`src/rtl/serial_adder_pkg.sv`:
```
// ----------------------------------------------------------------------------
// serial_adder_pkg
// Shared definitions for the bit-serial adder controller.
//   state_t          : controller states (IDLE, RUN, DONE)
//   DEFAULT_WIDTH    : default operand / sum width in bits
//   cntWidth()       : width of the bit counter for a given operand width
// ----------------------------------------------------------------------------
package serial_adder_pkg;

    typedef enum logic [1:0] {
        IDLE = 2'd0,
        RUN  = 2'd1,
        DONE = 2'd2
    } state_t;

    localparam int DEFAULT_WIDTH = 8;

    // One extra bit over $clog2 so that WIDTH=1 still yields a 1-bit counter
    // ($clog2(1) is 0).
    function automatic int cntWidth(input int width);
        return $clog2(width) + 1;
    endfunction

endpackage

```
`src/rtl/adder_bit_cell.sv`:
```
// ----------------------------------------------------------------------------
// adder_bit_cell
// Combinational 1-bit full adder built from two half adders and a carry OR.
//   i_a, i_b  : operand bits
//   i_cin     : carry in
//   o_s       : sum bit
//   o_cout    : carry out
// ----------------------------------------------------------------------------
module adder_bit_cell (
    input  logic i_a,
    input  logic i_b,
    input  logic i_cin,
    output logic o_s,
    output logic o_cout
);

    logic w_s1;
    logic w_c1;
    logic w_c2;

    // First half adder on the operand bits, second half adder folds in the
    // carry; either half adder may generate the outgoing carry.
    assign w_s1   = i_a ^ i_b;
    assign w_c1   = i_a & i_b;
    assign o_s    = w_s1 ^ i_cin;
    assign w_c2   = w_s1 & i_cin;
    assign o_cout = w_c1 | w_c2;

endmodule

```
`src/rtl/serial_adder_ctrl.sv`:
```
// ----------------------------------------------------------------------------
// serial_adder_ctrl
// Bit-serial WIDTH-bit adder: one adder_bit_cell reused over WIDTH clocks,
// operands processed LSB first with a registered carry between bits.
//   clk, rst              : clock, synchronous active-high reset
//   in_valid / in_ready   : operand handshake (ready only in IDLE)
//   in_a, in_b            : operands
//   in_sub                : subtract request (honoured only with the
//                           SERIAL_ADDER_SUB_EN macro defined)
//   out_valid / out_ready : result handshake (valid only in DONE)
//   out_sum, out_carry    : result and final carry-out
//   busy                  : high in RUN or DONE
// Build option: define SERIAL_ADDER_SUB_EN to enable A-B via in_sub.
// ----------------------------------------------------------------------------
module serial_adder_ctrl
    import serial_adder_pkg::*;
#(
    parameter int WIDTH = DEFAULT_WIDTH
) (
    input  logic             clk,
    input  logic             rst,
    input  logic             in_valid,
    output logic             in_ready,
    input  logic [WIDTH-1:0] in_a,
    input  logic [WIDTH-1:0] in_b,
    input  logic             in_sub,
    output logic             out_valid,
    input  logic             out_ready,
    output logic [WIDTH-1:0] out_sum,
    output logic             out_carry,
    output logic             busy
);

    localparam int CW = cntWidth(WIDTH);

    state_t           r_state;
    state_t           w_next;
    logic [WIDTH-1:0] r_aSh;
    logic [WIDTH-1:0] r_bSh;
    logic [WIDTH-1:0] r_sum;
    logic [WIDTH-1:0] r_outSum;
    logic             r_outCarry;
    logic             r_carry;
    logic             r_sub;
    logic [CW-1:0]    r_cnt;

    logic             w_subReq;
    logic             w_accept;
    logic             w_lastBit;
    logic             w_bIn;
    logic             w_s;
    logic             w_cout;
    logic [WIDTH-1:0] w_sumNext;

    // Subtraction only exists in builds that ask for it; otherwise the port
    // stays present but its value is masked off.
`ifdef SERIAL_ADDER_SUB_EN
    assign w_subReq = in_sub;
`else
    assign w_subReq = in_sub & 1'b0;
`endif

    assign w_accept  = (r_state == IDLE) && in_valid;
    assign w_lastBit = (r_state == RUN) && (r_cnt == CW'(WIDTH - 1));

    // Two's-complement subtract: invert B and seed the carry with 1.
    assign w_bIn = r_bSh[0] ^ r_sub;

    adder_bit_cell u_cell (
        .i_a    (r_aSh[0]),
        .i_b    (w_bIn),
        .i_cin  (r_carry),
        .o_s    (w_s),
        .o_cout (w_cout)
    );

    // New sum bit enters at the MSB; after WIDTH shifts the first bit has
    // reached bit 0. Written as a shift so it also holds for WIDTH=1.
    assign w_sumNext = (r_sum >> 1) | (WIDTH'(w_s) << (WIDTH - 1));

    // State register.
    always_ff @(posedge clk) begin
        if (rst) begin
            r_state <= IDLE;
        end else begin
            r_state <= w_next;
        end
    end

    // Next-state logic: accept in IDLE, WIDTH bit steps in RUN, hold in DONE
    // until the consumer takes the result.
    always_comb begin
        w_next = r_state;
        case (r_state)
            IDLE:    if (in_valid)  w_next = RUN;
            RUN:     if (w_lastBit) w_next = DONE;
            DONE:    if (out_ready) w_next = IDLE;
            default: w_next = IDLE;
        endcase
    end

    // Datapath: operand/result shift registers, carry and bit counter. The
    // published result is a separate register so out_sum only changes when
    // a new result completes.
    always_ff @(posedge clk) begin
        if (rst) begin
            r_aSh      <= '0;
            r_bSh      <= '0;
            r_sum      <= '0;
            r_outSum   <= '0;
            r_outCarry <= 1'b0;
            r_carry    <= 1'b0;
            r_sub      <= 1'b0;
            r_cnt      <= '0;
        end else if (w_accept) begin
            r_aSh   <= in_a;
            r_bSh   <= in_b;
            r_sub   <= w_subReq;
            r_carry <= w_subReq;
            r_cnt   <= '0;
        end else if (r_state == RUN) begin
            r_aSh   <= r_aSh >> 1;
            r_bSh   <= r_bSh >> 1;
            r_sum   <= w_sumNext;
            r_carry <= w_cout;
            r_cnt   <= r_cnt + CW'(1);
            if (w_lastBit) begin
                r_outSum   <= w_sumNext;
                r_outCarry <= w_cout;
            end
        end
    end

    assign in_ready  = (r_state == IDLE);
    assign out_valid = (r_state == DONE);
    assign busy      = (r_state != IDLE);
    assign out_sum   = r_outSum;
    assign out_carry = r_outCarry;

endmodule
```
`config.mk`:
```
export PLATFORM = sky130hd
export DESIGN_NAME = serial_adder_ctrl
export DESIGN_NICKNAME = d
export VERILOG_FILES = /design/src/rtl/serial_adder_pkg.sv /design/src/rtl/adder_bit_cell.sv /design/src/rtl/serial_adder_ctrl.sv
export SDC_FILE = /design/constraint.sdc
export NUM_CORES = 1
export LEC_CHECK = 0
export ABC_AREA = 1
export BUFFER_PORTS_ARGS = -buffer_cell sky130_fd_sc_hd__buf_2
export CAP_MARGIN = 20
export CORE_MARGIN = 2
export CORE_UTILIZATION = 49
export DETAILED_ROUTE_END_ITERATION = 6
export PLACE_DENSITY = 0.8
export SLEW_MARGIN = 0
export SYNTH_ARGS = -nofsm -noshare
export SYNTH_HDL_FRONTEND = slang
export SYNTH_SLANG_ARGS = --single-unit
```
`constraint.sdc`:
```
create_clock -name clk -period 1.2 [get_ports clk]
set_input_delay 0.06 -clock clk [delete_from_list [all_inputs] [get_ports clk]]
set_output_delay 0.06 -clock clk [all_outputs]
set_load 0.005 [all_outputs]
```
==> out/metrics.csv <==
stage,metric,value,unit
routing,via count,1683,
floorplan,IO Pins,33,
final_layout,Finished Core Util,66.2,%
sta,Max-slew headroom,83.7,%
synthesis,async set or reset register ratio after synthesis,0,%
clocking,total CTS buffers,5,
floorplan,Initial Util,52.5,%
synthesis,adder-cell share of the synthesized area,1.81,%
place,Post-Place Setup Slack,-0.00771,ns
sta,Setup WS post-layout,-0.00304,ns
place,routability cong.,0.805,
sta,final worst path period share,100,%
power_and_ir_drop,Lkg Pwr,1.08,nW
synthesis,Seq cells post-synth,39,
routing,DRC Markers,0,
worst_setup_path,crit-path cells,"nor2_4, buf_8, inv_2, buf_2",
routing,DRT antenna net count,0,
synthesis,leading area contributor after synthesis,dfxtp_1,
synthesis,ys flop type,dfxtp_1,
flow_run,max capacitance violation total,0,
floorplan,Die W,64.5,um
floorplan,DIE HEIGHT,64.5,um
clocking,CTS tree,yes,
floorplan,Placeable Area,3420,um2
worst_setup_path,CP bufs+invs,3,
synthesis,Post-Synthesis Cells,261,
power_and_ir_drop,total power,2.50,mW
synthesis,post-synthesis cell area,1790,um2
sta,Fin Hold WS,0.0192,ns
final_layout,Nets,331,
routing,routed length per instance,10.6,um
synthesis,synth unique cells,21,
power_and_ir_drop,maximum vdd drop,0.719,mV
sta,slew at the pin closest to its max-slew limit,0.243,ns
routing,Initial DRC Count,109,
outcome,status,"complete, but fails checks",
floorplan,row count,21,
synthesis,synthesis warning total,0,
routing,routed wire length,3.77,mm
routing,DRT Pass-1 Iters,4,
synthesis,simple-gate share of the synthesized area,32.8,%
final_layout,Area Overhead vs Synth,26.1,%
synthesis,Post-Synth XOR/XNOR Area,0.976,%
worst_setup_path,critical path class,register to output port,
clocking,H-tree levels,2,
synthesis,post-synthesis compound-gate area fraction,9.69,%
power_and_ir_drop,P per Cell Area,1110,nW/um2
worst_setup_path,crit start category,register,
final_layout,antenna cells,0,
worst_setup_path,critical path required time,1.14,ns
synthesis,Synth Net Count,284,
synthesis,sequential area share after synthesis,43.5,%
sta,Final Hold Viols,0,
global_route,total grt overflow,0,
worst_setup_path,"slowest stage delay, CP",0.40,ns
worst_setup_path,CP arrival,1.14,ns
clocking,Clock Latency Late Sink,0.36,ns
sta,Final min period,1.20,ns
synthesis,largest cells by area after synthesis,"dfxtp_1 44%, nand2_1 15%, nand3_1 7.5%",
sta,Max Slew Vio Count,0,
sta,FMAX,831,MHz
hold_path,Hold Crit Class,input pin to register,
clocking,clk sink count,39,
synthesis,top cell type's share of synthesized area,43.5,%
worst_setup_path,CP top delay family,flip-flops,
place,detailed placer's ending HPWL,2.40,mm
global_route,antenna violations before repair,0,
clocking,Root Buffer Master,clkbuf_4,
global_route,first-pass GRT wire length,5.85,mm
synthesis,mux share of post-synthesis cell area,0,%
clocking,clock slew at reported path FFs,0.11,ns
global_route,vias in the first global route,1368,
sta,RSZ-0062 raised after global routing,true,
synthesis,largest family of logic cells by synthesized area,simple AND/OR/NAND/NOR gates,
clocking,clock buffer depth,2,
sta,# setup viols final,1,
synthesis,"EDFF count, synth",0,
final_layout,ratio of cells with drive above 1 in the final layout,26.3,%
sta,clk_skew,0.00683,ns
worst_setup_path,critical-path maximum fanout,9,
global_route,largest net degree at the start of global routing,20,
worst_setup_path,CP endpoint kind,output port,
outcome,failing checks,setup timing,
floorplan,die area,4160,um2
worst_setup_path,CP max-delay cell,dfxtp_4,
global_route,gr usage total,18.2,%
routing,vias per cell,4.75,
place,IO Port Bufs,31,
synthesis,Avg Inst Size Synth,6.87,um2
-- per-layer routing --
| metal | vias to the layer above | GRT usage (%) | wire length, um |
|---|---|---|---|
| met5 | - | 0 | 0 |
| met4 | 0 | 12.2 | 89 |
| met3 | 9 | 4.34 | 167 |
| met2 | 47 | 26.7 | 1740 |
| met1 | 726 | 23.7 | 1770 |
| li1 | 901 | - | - |
-- layout by cell type (no fill, tap or decap), types with 2 or more instances in the layout --
cell type       n
clkbuf_4        5
nor2_4          4
xor2_1          2
inv_1          28
buf_2          30
a21oi_1        24
dlygate4sd3_1   3
dfxtp_4         3
nand2_2         3
nand2_1        71
nor2_1         31
buf_4          17
buf_6           2
dfxtp_1        32
dfxtp_2         4
nand2_4         2
o21ai_1         7
nand3_1        26
-- flip-flops by register name (all words and copies together) (netlist names) --
| register | flops |
|---|---|
| out_sum | 8 |
| r_aSh | 8 |
| r_bSh | 8 |
| r_sum | 7 |
| r_cnt | 4 |
| r_state | 2 |
| out_carry | 1 |
| r_carry | 1 |
-- worst min-delay path: stages --
cell and delay [ns]:
buf_2 0.10, inv_1 0.07, o21ai_1 0.07, a21oi_1 0.04
-- cell usage after synthesis (all sizes together) (2+ instances only) --
cell and number:
a21oi 25, buf 11, clkbuf 3, dfxtp 39, inv 30, nand2 76
nand3 27, nor2 36, o21ai 9, xor2 2
-- path summary, 6_finish.rpt --
| kind | from | end | slack [ns] | cells after the start |
|---|---|---|---|---|
| hold reg to reg | r_sum[1] | r_sum[1] | 0.46 | 2 |
| hold / removal | rst | r_sum[7] | 0.02 | 4 |
| setup / recovery | r_state[0] | busy | -0.003 | 4 |
| setup reg to reg | r_cnt[0] | r_state[1] | 0.01 | 7 |
-- per-stage QoR --
step / TNS [ns] / std cells / cell area, um2
floorplan: 0 / 261 / 1810
global placement: 0 / 338 / 2060
detailed placement: -0.0146 / 338 / 2060
CTS: -0.00540 / 349 / 2150
global route: -0.236 / 354 / 2260
finish: -0.00304 / 354 / 2260
-- final cells by class --
class / count / area, um2
timing repair buffer: 54 / 365
multi-input combinational: 178 / 871
inverter: 30 / 115
clock inverter: 1 / 5.00
sequential: 39 / 797
tap: 46 / 57.6
fill: 322 / 1150
clock buffer: 6 / 51.3
-- where the power goes --
group	switching (mW)	leakage, nW	internal [mW]
combinational	0.216	0.721	0.175
sequential	0.0475	0.323	1.36
clock	0.430	0.0341	0.272
total	0.694	1.08	1.81
-- timing repair --
action	in CTS	in global routing
pin swaps	1	7
hold buffers	3	0
resized for setup	6	20
gates cloned	0	0
setup endpoints to repair	6	21
hold endpoints to repair	3	0
setup buffers	2	5
-- cell families after synthesis --
group | after synthesis
AND/OR/NAND/NOR | 140
buffers and inverters | 44
flip-flops | 39
AO/OA/AOI/OAI | 34
XOR/XNOR | 2
adder cells (fa/ha/maj) | 2
No activity file was read; power rests on OpenSTA's default activity.
